[src/rtl/collatz_pkg.sv]
// Shared types for the Collatz engine.
//   state_t : controller states. IDLE waits for start, RUN iterates one step
//             per clock, DONE is the single completion cycle.
package collatz_pkg;

    typedef enum logic [1:0] {
        IDLE = 2'd0,
        RUN  = 2'd1,
        DONE = 2'd2
    } state_t;

endpackage

[src/rtl/collatz_if.sv]
// Request/result bundle between a Collatz engine and its requester.
//   start, fast, seed          : request (master -> slave)
//   busy, done                 : handshake status (slave -> master)
//   value, steps, peak         : run results, held until the next accepted start
//   ovf, tmo, zero             : termination flags (overflow, step timeout, zero seed)
interface collatz_if #(
    parameter int WIDTH = 20,
    parameter int CNT_W = 16
);
    logic             start;
    logic             fast;
    logic [WIDTH-1:0] seed;
    logic             busy;
    logic             done;
    logic [WIDTH-1:0] value;
    logic [CNT_W-1:0] steps;
    logic [WIDTH-1:0] peak;
    logic             ovf;
    logic             tmo;
    logic             zero;

    modport master (
        output start, fast, seed,
        input  busy, done, value, steps, peak, ovf, tmo, zero
    );

    modport slave (
        input  start, fast, seed,
        output busy, done, value, steps, peak, ovf, tmo, zero
    );
endinterface

[src/rtl/collatz_step.sv]
// Combinational single Collatz step.
//   x       : current value
//   mode    : 1 = shortcut, an odd step yields (3x+1)/2
//   x_next  : value after this step (meaningless when ovf_int is set)
//   is_one  : x has reached 1
//   ovf_int : 3x+1 does not fit in WIDTH bits (odd x only)
//   inc     : standard-step equivalents taken by this step (1 or 2)
//   t_peak  : 3x+1 on odd steps, 0 on even steps (peak candidate)
module collatz_step #(
    parameter int WIDTH = 20
) (
    input  logic [WIDTH-1:0] x,
    input  logic             mode,
    output logic [WIDTH-1:0] x_next,
    output logic             is_one,
    output logic             ovf_int,
    output logic [1:0]       inc,
    output logic [WIDTH-1:0] t_peak
);

    localparam logic [WIDTH+1:0] ONE_EXT = (WIDTH+2)'(1);

    // Two guard bits hold 3x+1 for any WIDTH-bit x without wrapping.
    logic [WIDTH+1:0] t;
    logic             odd;

    always_comb begin
        odd     = x[0];
        t       = {2'b00, x} + {1'b0, x, 1'b0} + ONE_EXT;
        is_one  = (x == WIDTH'(1));
        ovf_int = odd && (t[WIDTH+1:WIDTH] != 2'b00);
        if (odd) begin
            inc    = mode ? 2'd2 : 2'd1;
            // Without overflow t[WIDTH] is 0, so t[WIDTH:1] is exactly t/2.
            x_next = mode ? t[WIDTH:1] : t[WIDTH-1:0];
            t_peak = t[WIDTH-1:0];
        end else begin
            inc    = 2'd1;
            x_next = {1'b0, x[WIDTH-1:1]};
            t_peak = '0;
        end
    end

endmodule

[src/rtl/collatz_engine.sv]
// Collatz-sequence engine: accepts a seed, iterates one step per clock until
// the value reaches 1, then pulses done with step count, peak and flags.
//   clk   : clock, all state on the rising edge
//   rst_n : asynchronous active-low reset
//   bus   : collatz_if.slave (start/fast/seed in; busy/done/value/steps/peak/
//           ovf/tmo/zero out, all registered)
module collatz_engine
    import collatz_pkg::*;
#(
    parameter int WIDTH = 20,
    parameter int CNT_W = 16
) (
    input  logic     clk,
    input  logic     rst_n,
    collatz_if.slave bus
);

    state_t           state_q, state_d;
    logic [WIDTH-1:0] x_q, x_d;
    logic [CNT_W-1:0] steps_q, steps_d;
    logic [WIDTH-1:0] peak_q, peak_d;
    logic             mode_q, mode_d;
    logic             ovf_q, ovf_d;
    logic             tmo_q, tmo_d;
    logic             zero_q, zero_d;
    logic             busy_q, busy_d;
    logic             done_q, done_d;

    logic [WIDTH-1:0] x_next;
    logic             is_one;
    logic             ovf_int;
    logic [1:0]       inc;
    logic [WIDTH-1:0] t_peak;
    logic [CNT_W:0]   steps_sum;

    // Step counter add with carry-out; the carry means the sum passed
    // 2^CNT_W-1, i.e. the step limit is hit.
    function automatic logic [CNT_W:0] step_add(input logic [CNT_W-1:0] s,
                                                input logic [1:0]       i);
        return {1'b0, s} + {{(CNT_W-1){1'b0}}, i};
    endfunction

    collatz_step #(.WIDTH(WIDTH)) u_step (
        .x       (x_q),
        .mode    (mode_q),
        .x_next  (x_next),
        .is_one  (is_one),
        .ovf_int (ovf_int),
        .inc     (inc),
        .t_peak  (t_peak)
    );

    assign steps_sum = step_add(steps_q, inc);

    always_comb begin
        state_d = state_q;
        x_d     = x_q;
        steps_d = steps_q;
        peak_d  = peak_q;
        mode_d  = mode_q;
        ovf_d   = ovf_q;
        tmo_d   = tmo_q;
        zero_d  = zero_q;
        case (state_q)
            IDLE: begin
                if (bus.start) begin
                    x_d     = bus.seed;
                    steps_d = '0;
                    peak_d  = bus.seed;
                    mode_d  = bus.fast;
                    ovf_d   = 1'b0;
                    tmo_d   = 1'b0;
                    zero_d  = (bus.seed == '0);
                    state_d = (bus.seed == '0) ? DONE : RUN;
                end
            end
            RUN: begin
                if (is_one) begin
                    state_d = DONE;
                end else if (ovf_int) begin
                    ovf_d   = 1'b1;
                    state_d = DONE;
                end else if (steps_sum[CNT_W]) begin
                    tmo_d   = 1'b1;
                    steps_d = '1;
                    state_d = DONE;
                end else begin
                    x_d     = x_next;
                    steps_d = steps_sum[CNT_W-1:0];
                    if (t_peak > peak_q) begin
                        peak_d = t_peak;
                    end
                end
            end
            DONE: begin
                state_d = IDLE;
            end
            default: begin
                state_d = IDLE;
            end
        endcase
        // busy covers the RUN and DONE cycles of a real run; a zero seed
        // goes IDLE->DONE and never raises it. done trails the DONE state so
        // it lands together with busy falling.
        busy_d = (state_d == RUN) || (state_q == RUN);
        done_d = (state_q == DONE);
    end

    always_ff @(posedge clk or negedge rst_n) begin
        if (!rst_n) begin
            state_q <= IDLE;
        end else begin
            state_q <= state_d;
        end
    end

    always_ff @(posedge clk or negedge rst_n) begin
        if (!rst_n) begin
            x_q     <= '0;
            steps_q <= '0;
            peak_q  <= '0;
            mode_q  <= 1'b0;
            ovf_q   <= 1'b0;
            tmo_q   <= 1'b0;
            zero_q  <= 1'b0;
            busy_q  <= 1'b0;
            done_q  <= 1'b0;
        end else begin
            x_q     <= x_d;
            steps_q <= steps_d;
            peak_q  <= peak_d;
            mode_q  <= mode_d;
            ovf_q   <= ovf_d;
            tmo_q   <= tmo_d;
            zero_q  <= zero_d;
            busy_q  <= busy_d;
            done_q  <= done_d;
        end
    end

    assign bus.busy  = busy_q;
    assign bus.done  = done_q;
    assign bus.value = x_q;
    assign bus.steps = steps_q;
    assign bus.peak  = peak_q;
    assign bus.ovf   = ovf_q;
    assign bus.tmo   = tmo_q;
    assign bus.zero  = zero_q;

endmodule

[src/flat_wrapper.sv]
// flat-port wrapper written by rule: the top's interface ports become plain ports
module collatz_engine_flat import collatz_pkg::*;
#(
    parameter int WIDTH = 20,
    parameter int CNT_W = 16
)
  (clk, rst_n, bus_start, bus_fast, bus_seed, bus_busy, bus_done, bus_value, bus_steps, bus_peak, bus_ovf, bus_tmo, bus_zero);
  collatz_if #(.WIDTH(WIDTH), .CNT_W(CNT_W)) bus_i ();
  input  logic clk;
  input  logic rst_n;
  input wire logic [$bits(bus_i.start)-1:0] bus_start;
  input wire logic [$bits(bus_i.fast)-1:0] bus_fast;
  input wire logic [$bits(bus_i.seed)-1:0] bus_seed;
  output wire logic [$bits(bus_i.busy)-1:0] bus_busy;
  output wire logic [$bits(bus_i.done)-1:0] bus_done;
  output wire logic [$bits(bus_i.value)-1:0] bus_value;
  output wire logic [$bits(bus_i.steps)-1:0] bus_steps;
  output wire logic [$bits(bus_i.peak)-1:0] bus_peak;
  output wire logic [$bits(bus_i.ovf)-1:0] bus_ovf;
  output wire logic [$bits(bus_i.tmo)-1:0] bus_tmo;
  output wire logic [$bits(bus_i.zero)-1:0] bus_zero;
  assign bus_i.start = bus_start;
  assign bus_i.fast = bus_fast;
  assign bus_i.seed = bus_seed;
  assign bus_busy = bus_i.busy;
  assign bus_done = bus_i.done;
  assign bus_value = bus_i.value;
  assign bus_steps = bus_i.steps;
  assign bus_peak = bus_i.peak;
  assign bus_ovf = bus_i.ovf;
  assign bus_tmo = bus_i.tmo;
  assign bus_zero = bus_i.zero;
  collatz_engine #(.WIDTH(WIDTH), .CNT_W(CNT_W)) u_core (.clk(clk), .rst_n(rst_n), .bus(bus_i));
endmodule
[config.mk]
export PLATFORM = sky130hd
export DESIGN_NAME = collatz_engine_flat
export DESIGN_NICKNAME = d
export VERILOG_FILES = /design/src/rtl/collatz_pkg.sv /design/src/rtl/collatz_if.sv /design/src/rtl/collatz_step.sv /design/src/rtl/collatz_engine.sv /design/src/flat_wrapper.sv
export SDC_FILE = /design/constraint.sdc
export NUM_CORES = 1
export LEC_CHECK = 0
export CORE_MARGIN = 2
export CORE_UTILIZATION = 65
export DETAILED_ROUTE_END_ITERATION = 8
export DONT_BUFFER_PORTS = 1
export PLACE_DENSITY = 0.8
export SYNTH_ARGS = -nofsm -noshare
export SYNTH_HDL_FRONTEND = slang
export SYNTH_SLANG_ARGS = --single-unit
[constraint.sdc]
create_clock -name clk -period 7.8 [get_ports clk]
set_input_delay 1.56 -clock clk [delete_from_list [all_inputs] [get_ports clk]]
set_output_delay 1.56 -clock clk [all_outputs]
set_load 0.01 [all_outputs]
==> qor.yml <==
synth_cells: 656
cts.sinks: 64
critPathMaxStageDelay_ps: 500
synth_top_area_share_pct: 29.1
min_to: "u_core.bus.done"
fp.dieArea_um2: 9210
final_cell_area_um2: 5790
syn2layout_area_growth_pct: 5.28
synth-edff-count: 0
r2r_end: "u_core.bus.peak[7]"
grt_pass1_vias: 5015
critPathBufInv: 1
die_h_um: 96.0
overflow: 0
die_w_um: 96.0
grtUsageTotal_pct: 35.5
fin_crit_sh_pct: 65.3
cp_top_family: "compound AO/OA/AOI/OAI gates"
hpwl_mm: 11.5
grt_pass1_wl_mm: 24.8
syn_area_um2: 5500
hold_viol: 0
drt-wirelength-per-cell_um: 21.1
diodes: 0
cts_resized: 0
rows: 33
status: "completed"
clock_tree.buffer_depth: 2
drtPass1Iterations: 5
antenna_found_initial: 0
synth_xor_area_share_pct: 2.55
drive_gt1_share_pct: 7.12
critPathKind: "flop to flop"
synth_ff_type: "dfrtp_1"
vias_per_cell: 6.93
cts_root_buf: "clkbuf_8"
cts_buffers: 9
placedInstanceArea_um2: 5540
report.final.setup_viol: 0
cap_viol_max_count: 0
hold_start: "u_core.state_q[0]"
tightest_slew_ps: 1210
drt_iter0_drc: 503
ant_nets: 0
drv_slew: 0
synth_cell_types: 65
cts_tree: "done"
synth_area_leader_cell: "dfrtp_1"
clk_pin_slew_ps: 80
skew_ps: 11.1
synth-simple-area-share_pct: 15.9
required_ps: 8050
synth_compound_gate_area_share_pct: 24.2
grt_setup_unrepaired: "false"
totalWireLength_mm: 15.8
drc_errors: 0
cp_cell_sequence: "inv_1 -> ha_1 -> a21oi_1 -> o21bai_1 -> a21oi_1 -> nand2_1 -> a31oi_1 -> xor2_1 -> nor2_1 -> ha_1 -> nand4_1 -> nor3_1 -> nand4_1 -> o221ai_1 -> o21ai_0 -> nor2_8 -> mux2_2"
slew_headroom_pct: 18.6
grt_max_degree: 65
core_um2: 8220
synth_top_family_by_area: "compound AO/OA/AOI/OAI gates"
synth.area.mux_share_pct: 8.87
worstSetupPathDepth: 17
ios: 85
fin_nets: 721
start_util_pct: 66.9
crit-reg2reg-launch: "u_core.bus.value[9]"
endpoint_kind: "flop"
synth.most_common_cell: "o21ai_0"
crit_arrival_ps: 5340
ys_ff_latch: 64
io_buffers: 0
rrSetupSlack_ps: 2700
vias: 5208
min_path_type: "flop to flop"
synth_fa_ha_area_share_pct: 13.0
synth_area_per_cell_um2: 8.38
hold_path_depth: 1
rr_worst_depth: 17
fin_tns_setup_ps: 0
yosysWarnings: 0
async_flop_share_pct: 100
fmax_mhz: 196
clock_latency_ps: 360
cts_setup_buffers: 0
ys_seq_area_share_pct: 29.1
htree_levels: 3
place_congestion: 1.00
min_period_ps: 5100
hold_buffers: 0
crit_path_top_delay_cell: "nor2_8"
cp_max_fo: 19
cp-start-kind: "flop"
synth_common_cells: "o21ai_0, dfrtp_1, nand2_1, ha_1, inv_1"
synth_area_leaders: "dfrtp_1, ha_1, o21ai_0, a21oi_1, mux2i_1"
synth.net_count: 736
==> cell type report <==
type | count | area (µm²)
Multi-Input combinational cell | 507 | 3560
Fill cell | 653 | 2430
Sequential cell | 64 | 1600
Inverter | 54 | 203
Clock buffer | 10 | 138
Tap cell | 105 | 131
Clock inverter | 6 | 115
Timing Repair Buffer | 5 | 37.5
==> through the flow <==
stage	hold WS [ps]	cells	utilization, %	setup slack (ps)
after global placement	480	735	67.4	3160
after floorplan	440	656	-	3640
final	508	751	70.5	2700
after CTS	505	751	70.5	2810
after global routing	552	751	70.5	2230
after detailed placement	490	735	67.4	2840
==> registers in the layout (all words and copies together), names as in the netlist <==
register,count
u_core.mode_q,1
u_core.bus.ovf,1
u_core.bus.value,20
u_core.bus.tmo,1
u_core.bus.steps,16
u_core.state_q,2
u_core.bus.peak,20
u_core.bus.done,1
u_core.bus.busy,1
u_core.bus.zero,1
==> metal layers <==
| layer | routed length, µm | share of wire [%] | up-vias | track usage [%] |
|---|---|---|---|---|
| li1 | - | - | 2339 | - |
| met1 | 6260 | 40 | 2467 | 45.7 |
| met2 | 7020 | 44 | 332 | 54.2 |
| met3 | 1770 | 11 | 70 | 8.85 |
| met4 | 768 | 4.9 | 0 | 20.2 |
| met5 | 0 | 0 | - | 0 |
==> layout by cell type (no fill, tap or decap), types with 3 or more instances in the layout <==
master,Yosys,routed
o21ai_0,80,80
a211oi_1,8,8
a31oi_1,4,4
a21o_1,11,11
and2_1,12,12
o22a_1,3,3
clkbuf_8,0,10
and3_1,8,8
nor3_1,16,16
inv_1,54,54
buf_4,2,5
nor4_1,9,8
ha_1,54,54
nand4_1,9,9
nor2b_1,3,3
bufinv_16,0,3
xor2_1,9,9
mux2_1,12,12
a22oi_1,5,5
o221ai_1,4,4
xnor2_1,7,7
mux2_2,10,10
o2bb2ai_1,3,3
dfrtp_1,64,64
a21oi_1,50,50
o21bai_1,3,3
nand3_1,9,9
nor2_1,39,39
a21boi_0,6,6
a31o_2,4,4
o211ai_1,5,5
nor4b_1,3,3
nand2_1,57,57
o22ai_1,5,5
mux2i_1,24,24
==> cell families after synthesis <==
kind of cell | after synthesis
XOR/XNOR | 16
buffers and inverters | 85
multiplexers | 46
adder cells (fa/ha/maj) | 56
flip-flops | 64
AND/OR/NAND/NOR | 178
AO/OA/AOI/OAI | 211
==> worst register-to-register path, stage by stage, from the launching register on <==
cell      delay, ps
dfrtp_1         470
inv_1           110
ha_1            410
a21oi_1         340
o21bai_1        190
a21oi_1         300
nand2_1         110
a31oi_1         340
xor2_1          290
nor2_1           70
ha_1            330
nand4_1         160
nor3_1          290
nand4_1         180
o221ai_1        230
o21ai_0         290
nor2_8          500
mux2_2          390
==> how the worst max path moves through the flow <==
stage,start,end,slack [ps]
after floorplan,u_core.bus.value[2],u_core.bus.peak[18],3640
after global placement,u_core.bus.value[8],u_core.bus.peak[2],3160
after detailed placement,u_core.bus.value[8],u_core.bus.peak[7],2840
after CTS,u_core.bus.value[8],u_core.bus.peak[7],2810
after global routing,u_core.bus.value[8],u_core.bus.peak[17],2230
final,u_core.bus.value[9],u_core.bus.peak[7],2700
Power is left out: the tool's default activity adds up to more than one toggle a clock period on the data nets, which glitch-free logic cannot reach.
